[src/rtl/mem_stage_pkg.sv]
// Shared definitions for the memory-access stage: bus widths, load-type codes,
// stage state encoding and the execute-to-memory bus layout.
package mem_stage_pkg;

    localparam int ES_TO_MS_BUS_WD = 110;
    localparam int MS_TO_WS_BUS_WD = 71;
    localparam int MS_FW_WD        = 39;

    typedef enum logic [2:0] {
        LD_LW  = 3'd0,
        LD_LB  = 3'd1,
        LD_LBU = 3'd2,
        LD_LH  = 3'd3,
        LD_LHU = 3'd4,
        LD_LWL = 3'd5,
        LD_LWR = 3'd6
    } load_type_e;

    typedef enum logic [1:0] {
        MS_IDLE = 2'd0,
        MS_WAIT = 2'd1,
        MS_DONE = 2'd2
    } ms_state_e;

    // Field order matches es_to_ms_bus, MSB first
    typedef struct packed {
        logic        mem_req;
        logic [2:0]  load_type;
        logic [1:0]  addr_lo;
        logic [31:0] rt_value;
        logic        dest_valid;
        logic        res_from_mem;
        logic        gr_we;
        logic [4:0]  dest;
        logic [31:0] alu_result;
        logic [31:0] pc;
    } es_to_ms_t;

endpackage

[src/rtl/mem_stage_load_extract.sv]
// Combinational load-data extraction: selects, extends and merges the returned
// little-endian word according to the load type and low address bits.
module load_extract
    import mem_stage_pkg::*;
(
    input  logic [31:0] word,
    input  logic [31:0] rt_value,
    input  logic [1:0]  addr_lo,
    input  logic [2:0]  load_type,
    output logic [31:0] extracted
);

    logic [4:0]  lwl_sh;
    logic [4:0]  lwr_sh;
    logic [31:0] shr;
    logic [7:0]  byte_sel;
    logic [15:0] half_sel;

    always_comb begin
        // 8*(3-n) for a 2-bit n is the bitwise complement of n, scaled by 8
        lwl_sh   = {~addr_lo, 3'b000};
        lwr_sh   = {addr_lo, 3'b000};
        shr      = word >> lwr_sh;
        byte_sel = shr[7:0];
        half_sel = addr_lo[1] ? word[31:16] : word[15:0];
    end

    always_comb begin
        extracted = word;
        case (load_type)
            LD_LB:   extracted = {{24{byte_sel[7]}}, byte_sel};
            LD_LBU:  extracted = {24'h0, byte_sel};
            LD_LH:   extracted = {{16{half_sel[15]}}, half_sel};
            LD_LHU:  extracted = {16'h0, half_sel};
            LD_LWL:  extracted = (word << lwl_sh)
                               | (rt_value & ~(32'hFFFF_FFFF << lwl_sh));
            LD_LWR:  extracted = shr
                               | (rt_value & ~(32'hFFFF_FFFF >> lwr_sh));
            default: extracted = word;
        endcase
    end

endmodule

[src/rtl/mem_stage.sv]
// MIPS memory-access stage: holds one instruction, waits for the data-memory
// response when a request was issued, and forwards its pending result to decode.
module mem_stage
    import mem_stage_pkg::*;
(
    input  logic                         clk,
    input  logic                         reset,
    input  logic                         ws_allowin,
    output logic                         ms_allowin,
    input  logic                         es_to_ms_valid,
    input  logic [ES_TO_MS_BUS_WD-1:0]   es_to_ms_bus,
    output logic                         ms_to_ws_valid,
    output logic [MS_TO_WS_BUS_WD-1:0]   ms_to_ws_bus,
    input  logic                         data_sram_data_ok,
    input  logic [31:0]                  data_sram_rdata,
    output logic [MS_FW_WD-1:0]          ms_to_ds_fw
);

    es_to_ms_t   es_in;
    es_to_ms_t   ms_bus;
    logic        ms_valid;
    ms_state_e   state;
    ms_state_e   state_nxt;
    logic [31:0] data_buf;
    logic        ms_ready_go;
    logic        accept;
    logic        advance;
    logic [31:0] load_word;
    logic [31:0] extracted;
    logic [31:0] final_result;
    logic        ms_load_pending;

    always_comb begin
        es_in       = es_to_ms_bus;
        ms_ready_go = !ms_bus.mem_req || state == MS_DONE
                    || (state == MS_WAIT && data_sram_data_ok);
        ms_allowin  = !ms_valid || (ms_ready_go && ws_allowin);
        accept      = es_to_ms_valid && ms_allowin;
        advance     = ms_valid && ms_ready_go && ws_allowin;
    end

    // A new accept overrides the advance; a response only settles when the stage holds
    always_comb begin
        state_nxt = state;
        if (accept) begin
            state_nxt = es_in.mem_req ? MS_WAIT : MS_IDLE;
        end else if (advance) begin
            state_nxt = MS_IDLE;
        end else if (state == MS_WAIT && data_sram_data_ok) begin
            state_nxt = MS_DONE;
        end
    end

    always_ff @(posedge clk) begin
        if (reset) begin
            ms_valid <= 1'b0;
            ms_bus   <= '0;
            state    <= MS_IDLE;
            data_buf <= '0;
        end else begin
            if (ms_allowin) begin
                ms_valid <= es_to_ms_valid;
            end
            if (accept) begin
                ms_bus <= es_in;
            end
            state <= state_nxt;
            if (state == MS_WAIT && data_sram_data_ok) begin
                data_buf <= data_sram_rdata;
            end
        end
    end

    always_comb begin
        load_word = (state == MS_DONE) ? data_buf : data_sram_rdata;
    end

    load_extract u_load_extract (
        .word      (load_word),
        .rt_value  (ms_bus.rt_value),
        .addr_lo   (ms_bus.addr_lo),
        .load_type (ms_bus.load_type),
        .extracted (extracted)
    );

    always_comb begin
        final_result    = ms_bus.res_from_mem ? extracted : ms_bus.alu_result;
        ms_load_pending = ms_valid && ms_bus.res_from_mem && !ms_ready_go;
        ms_to_ws_valid  = ms_valid && ms_ready_go;
        ms_to_ws_bus    = {ms_bus.dest_valid, ms_bus.gr_we, ms_bus.dest,
                           final_result, ms_bus.pc};
        ms_to_ds_fw     = {ms_load_pending, ms_valid && ms_bus.dest_valid,
                           ms_bus.dest, final_result};
    end

endmodule
[config.mk]
export PLATFORM = sky130hd
export DESIGN_NAME = mem_stage
export DESIGN_NICKNAME = d
export VERILOG_FILES = /design/src/rtl/mem_stage_pkg.sv /design/src/rtl/mem_stage_load_extract.sv /design/src/rtl/mem_stage.sv
export SDC_FILE = /design/constraint.sdc
export NUM_CORES = 1
export LEC_CHECK = 0
export CAP_MARGIN = 20
export CORE_AREA = 2 2 133 135
export CTS_BUF_LIST = sky130_fd_sc_hd__clkbuf_2 sky130_fd_sc_hd__clkbuf_4 sky130_fd_sc_hd__clkbuf_8
export CTS_CLUSTER_DIAMETER = 40
export CTS_CLUSTER_SIZE = 12
export DETAILED_ROUTE_END_ITERATION = 8
export DIE_AREA = 0 0 135 137
export MAX_ROUTING_LAYER = met4
export PLACE_DENSITY = 0.87
export SYNTH_ARGS = -nofsm -noshare
export SYNTH_HDL_FRONTEND = slang
export SYNTH_HIERARCHICAL = 1
export SYNTH_SLANG_ARGS = --single-unit
[constraint.sdc]
create_clock -name clk -period 7.1 [get_ports clk]
set_input_delay 1.42 -clock clk [delete_from_list [all_inputs] [get_ports clk]]
set_output_delay 1.42 -clock clk [all_outputs]
set_load 0.02 [all_outputs]
# == After elaboration in Yosys (flattened, before gate mapping) ==
# Index checks and enable logic that the tools add are counted.
# totals
regBits,145
ramBits,0
output_inout_bits,112
memories,0
elab_cells,55
inputBits,147
rom_bits,0
latchBits,0
# classes
n_shift,4
add_sub_neg,0
reduce_logical,15
magnitude_cmp,0
mux,8
div,0
n_bitwise,7
eq_ne,8
mul,0
# ops
op,count
32-bit case mux with 6 select lines,1
32-bit AND,2
32-bit 2-to-1 mux,2
32-bit inverter,2
32-bit OR,2
32-bit by 5-bit << shifter with 32-bit output,1
32-bit by 5-bit << shifter with 32-bit output (first input constant),1
32-bit by 5-bit >> shifter with 32-bit output,1
32-bit by 5-bit >> shifter with 32-bit output (first input constant),1
16-bit 2-to-1 mux,1
3-bit equality test (second input constant),3
1-bit logical AND,8
3-bit by 2-bit equality test with 1-bit output (second input constant),2
2-bit 2-to-1 mux,3
3-bit by 1-bit equality test with 1-bit output (second input constant),1
1-bit zero test,3
1-bit logical OR,3
3-bit nonzero test,1
2-bit by 1-bit equality test with 1-bit output (second input constant),1
2-bit equality test (second input constant),1
2-bit inverter,1
1-bit 2-to-1 mux,1

# == Longest topological paths before layout ==
# logic_depth
depth_word,7
depth_mapped,12
ltp_nobuf,8

# == Cells and area by module ==
# The synthesis kept the hierarchy.
# modules_own_cells
mod,instances,seq_area_each_um2,area_each_um2,cells_each
mem_stage,1,2902.8,6944.2,857
load_extract,1,0.0,1928.1,238

# == Worst setup path before layout ==
# No wires, ideal clock.
# synth_timing
path_kind,input port to output port
from,input port data_sram_rdata[31]
to,output port ms_to_ws_bus[56]
path_stages,8
required_ps,5680
t_arrival_ps,3324
path_slack_ps,2356
n_path_buf,1
cell_sequence,nand2_1 > nand2_1 > mux4_2 > nand2b_4 > a22o_4 > o32a_1 > mux2_2 > buf_4
# synth_via
elab_chain_cells,4
elab_cells_between_ends,5
classes_between,shift (1); mux (4)
# synth_rtl
element,line,text
"start, declared",mem_stage.sv:15,"input logic [31:0] data_sram_rdata,"
32-bit 2-to-1 mux *,mem_stage.sv:75,load_word = (state == MS_DONE) ? data_buf : data_sram_rdata;
via load_word[31],mem_stage.sv:28,logic [31:0] load_word;
32-bit by 5-bit >> shifter with 32-bit output or 16-bit 2-to-1 mux (tied branches),"mem_stage_load_extract.sv:23, mem_stage_load_extract.sv:25",
32-bit case mux with 6 select lines *,mem_stage_load_extract.sv:30,case (load_type)
via extracted[24],mem_stage.sv:29,logic [31:0] extracted;
32-bit 2-to-1 mux *,mem_stage.sv:87,final_result = ms_bus.res_from_mem ? extracted : ms_bus.alu_result;
"end, declared",mem_stage.sv:13,"output logic [MS_TO_WS_BUS_WD-1:0] ms_to_ws_bus,"
# The timed path passes the listed nets; every way through them passes the cells marked *.

# == Worst setup path after layout ==
# layout_timing
from,input port data_sram_rdata[31]
to,output port ms_to_ds_fw[24]
# layout_via
elab_chain_cells,4
elab_cells_between_ends,5
classes_between,shift (1); mux (4)
# layout_rtl
element,line,text
32-bit 2-to-1 mux *,mem_stage.sv:75,
via load_word[31],mem_stage.sv:28,
32-bit by 5-bit >> shifter with 32-bit output or 16-bit 2-to-1 mux (tied branches),"mem_stage_load_extract.sv:23, mem_stage_load_extract.sv:25",
32-bit case mux with 6 select lines *,mem_stage_load_extract.sv:30,
via extracted[24],mem_stage.sv:29,
32-bit 2-to-1 mux *,mem_stage.sv:87,
"end, declared",mem_stage.sv:16,output logic [MS_FW_WD-1:0] ms_to_ds_fw
# Marks and branches as above.

==> results.md <==
* Overall die width at ~140 µm
* Worst-case hold path end point: ms_bus[33]$_SDFFE_PP0N_
* Setup repair after global routing missed its margin: no
* Ant diodes at 0
* Final clock period utilization by the worst path at between 80% and 90%
* Net count of the finished layout at about 1.4k
* Clock slew at the register clock pins of the worst setup and hold paths at 0.08 ns
* DRC errors left at 0
* Global-route wire length before repair at roughly 42000 µm
* IO Count at approximately 260
* Die ar. at 18500 µm²
* Initial antenna violation count at 0
* Final HPWL DP at 19500 µm
* Setup crit start kind: input port
* Total wire length after detailed routing at 27700 µm
* Leakage at between 4 and 5 nW
* Total track usage at between 30% and 40%
* Areal power density over the cells at slightly above 200 nW/µm²
* Post-CTS Hold Buffers at 0
* Register bit count reported by yosys at 145
* Total congestion overflow at 0
* Fraction of registers with async set/reset at 0%
* Buffers inserted by post-CTS timing repair at 0
* Number of buffers added on ports at ~260
* Vias per cell at ~5.7
* Library cell with the largest summed area after synthesis: sky130_fd_sc_hd__dfxtp_1
* Number of failing setup endpoints in the final timing report at 0
* Class of the tightest hold or removal check: reg2reg
* Launch instance of the worst register-to-register path: state[0]$_SDFFE_PP0P_
* Final number of hold-violating endpoints at 0
* Area Growth Syn to Fin at 28.2%
* Post-layout total power at approximately 0.0023 W
* Combined area of the multi-input logic cells at 4990 µm²
* Status: completed
* Area fraction of the dominant cell type after synthesis at between 30% and 40%
* Library cell used as clock root buffer: sky130_fd_sc_hd__clkbuf_8
* Total number of placement rows at between 40 and 50
* First-pass DRT Iterations at 5
* Vias in the first global route at 7892
* Final TNS setup at 0 ns
* Share of synthesized area occupied by flip-flops and latches at between 30% and 40%
* Final weighted congestion in routability-driven placement at between 1 and 1.5
* Number of cells on the worst reg-to-reg path at 5
* Clock Tree Buf Depth at 2
* Slack of the worst reg-to-reg path at roughly 4.5 ns
* Utilization of the core after routing at between 60% and 70%
* Number of standard cells after synthesis at 1095
* Violation count after the first detailed-routing iteration at 1002
* Min Tclk post-route at around 5.9 ns
* Count of different cell masters after synthesis at around 40
* Worst hold path depth at 2
* Layout fillers at 1374
* Headroom to the max-slew limit at 22.1%
* Net count after synthesis at roughly 1.2k
* Biggest area contributors in the synthesized netlist: sky130_fd_sc_hd__dfxtp_1, sky130_fd_sc_hd__mux2i_1, sky130_fd_sc_hd__nand2_1, sky130_fd_sc_hd__buf_4, sky130_fd_sc_hd__mux2_2
* TritonCTS clock tree: yes
* Overall via count from detail_route at between 8k and 9k
* Initial core utilization at 52.0%
* Critical path class: in2out
* Summed instance area of the synthesized netlist at slightly below 9000 µm²
* Clock Sinks at ~150
* Average wire per cell in the routed design at around 19 µm
* Layout cell share with drive strength beyond 1 at ~8.4%
* Pin count of the biggest net entering global routing at ~150
* Number of enable flip-flop cells after synthesis at 0
* Number of H-tree levels at 4
* Endpoint of the most critical register-to-register path: ms_bus[44]$_SDFFE_PP0N_
* Most frequent cell after synthesis: sky130_fd_sc_hd__nand2_1
* Max Transition Viols Final at 0
* Number of buffers inserted during clock tree synthesis at 17
* Arrival time of data at the critical path endpoint at between 4 and 5 ns
* Number of resized instances in the post-cts repair step at 0
* Critical path fanouts, max at 16
* Critical path endpoint category: output port
* Synth warn at 6
* Post-synth top cells: sky130_fd_sc_hd__nand2_1, sky130_fd_sc_hd__mux2i_1, sky130_fd_sc_hd__dfxtp_1, sky130_fd_sc_hd__buf_4, sky130_fd_sc_hd__clkbuf_1
* Most common flop cell mapped by yosys: sky130_fd_sc_hd__dfxtp_1
* Slew at the pin closest to its max-slew limit at about 1.2 ns
* Max-cap violations at 0
* Sequential standard cell area at roughly 2900 µm²
* Worst supply voltage drop on vdd at about 0.13 mV
* Worst-case clock skew at between 0.008 and 0.009 ns
* Die span in y at between 100 and 150 µm
* Highest achievable clock rate at between 150 and 200 MHz
* Antenna Violating Nets Remaining at 0
* Syn Area/Cell at around 8 µm²
* Insertion delay of the later-clocked pin in the worst-skew pair at around 0.46 ns
* Area of the core at between 15000 and 20000 µm²
* Launch point of the worst hold path: ms_bus[33]$_SDFFE_PP0N_
* WP data required at between 5 and 6 ns
* Hold Worst Slack at approximately 0.46 ns
through the flow:
stage	area, µm²	std cells	setup slack, ns
3_5_place_dp	10900	1430	1.28
2_1_floorplan	8870	1095	2.36
5_1_grt	11400	1462	1.17
3_3_place_gp	10900	1430	1.34
4_1_cts	11400	1461	1.26
6_report	11400	1462	1.21
worst max path at each step:
stage                             endpoint                start  slack [ns]  depth (start not counted)
after floorplan           ms_to_ws_bus[56]  data_sram_rdata[31]        2.36                          8
after global placement     ms_to_ds_fw[30]  data_sram_rdata[31]        1.34                          9
after detailed placement   ms_to_ds_fw[24]  data_sram_rdata[31]        1.28                          9
after CTS                  ms_to_ds_fw[24]  data_sram_rdata[31]        1.26                          9
after global routing       ms_to_ds_fw[24]  data_sram_rdata[31]        1.17                          9
final                      ms_to_ds_fw[24]  data_sram_rdata[31]        1.21                          9
cell type report:
cell class / instances / area share [%]
Clock inverter: 9 / 1.38
Tap cell: 225 / 2.48
Multi-Input combinational cell: 778 / 43.9
Inverter: 12 / 0.440
Timing Repair Buffer: 271 / 23.8
Sequential cell: 145 / 25.6
Clock buffer: 22 / 2.50
worst max-delay path: stages:
cell	delay, ns
sky130_fd_sc_hd__clkdlybuf4s50_1	0.48
sky130_fd_sc_hd__nand2_1	0.10
sky130_fd_sc_hd__nand2_1	0.16
sky130_fd_sc_hd__mux4_2	0.57
sky130_fd_sc_hd__nand2b_4	0.17
sky130_fd_sc_hd__a22o_4	0.35
sky130_fd_sc_hd__o32a_1	0.37
sky130_fd_sc_hd__mux2_2	0.28
sky130_fd_sc_hd__clkdlybuf4s50_1	0.56
registers in the layout (all words and copies together) (netlist names):
signal and count:
ms_bus 71, ms_to_ws_bus 34, data_buf 32, ms_to_ds_fw 5, state 2, ms_valid 1
placed cells by master, fill, tap and decap left out, drive strengths merged, types with 3 or more instances in the layout:
master	netlist	final
mux4	17	17
clkdlybuf4s50	0	258
o21ai	21	21
clkinvlp	0	3
nand2b	15	15
o2bb2ai	14	14
bufinv	0	4
o311a	3	3
buf	106	13
a211oi	7	7
a21oi	40	40
nor2b	9	9
a221o	7	7
o32a	13	13
clkbuf	54	22
inv	12	12
o22ai	4	4
nand2	400	400
dfxtp	145	145
o22a	10	10
and2	3	3
mux2	35	35
mux2i	151	151
nor2	10	10
metal layers:
metal	global-route usage, %	part of all wire (%)	vias up
met5	-	0	-
met4	15.3	5.0	0
met3	8.26	11	101
met2	48.2	46	487
met1	35.0	38	3818
li1	-	-	3869
power breakdown:
part | internal, W | total [W] | switching [W]
clock | 0.000411 | 0.000741 | 0.000330
combinational | 0.000327 | 0.000662 | 0.000335
sequential | 0.000863 | 0.000900 | 0.0000371
logic make-up (layout without fill, tap and decap cells):
kind of cell | Yosys count | count (layout) | share of synthesized area [%]
buffers and inverters | 172 | 314 | 11.2
AO/OA/AOI/OAI | 127 | 127 | 10.1
flip-flops | 145 | 145 | 32.7
AND/OR/NAND/NOR | 448 | 448 | 20.2
multiplexers | 203 | 203 | 25.8
(Power assumes the default switching activity.)
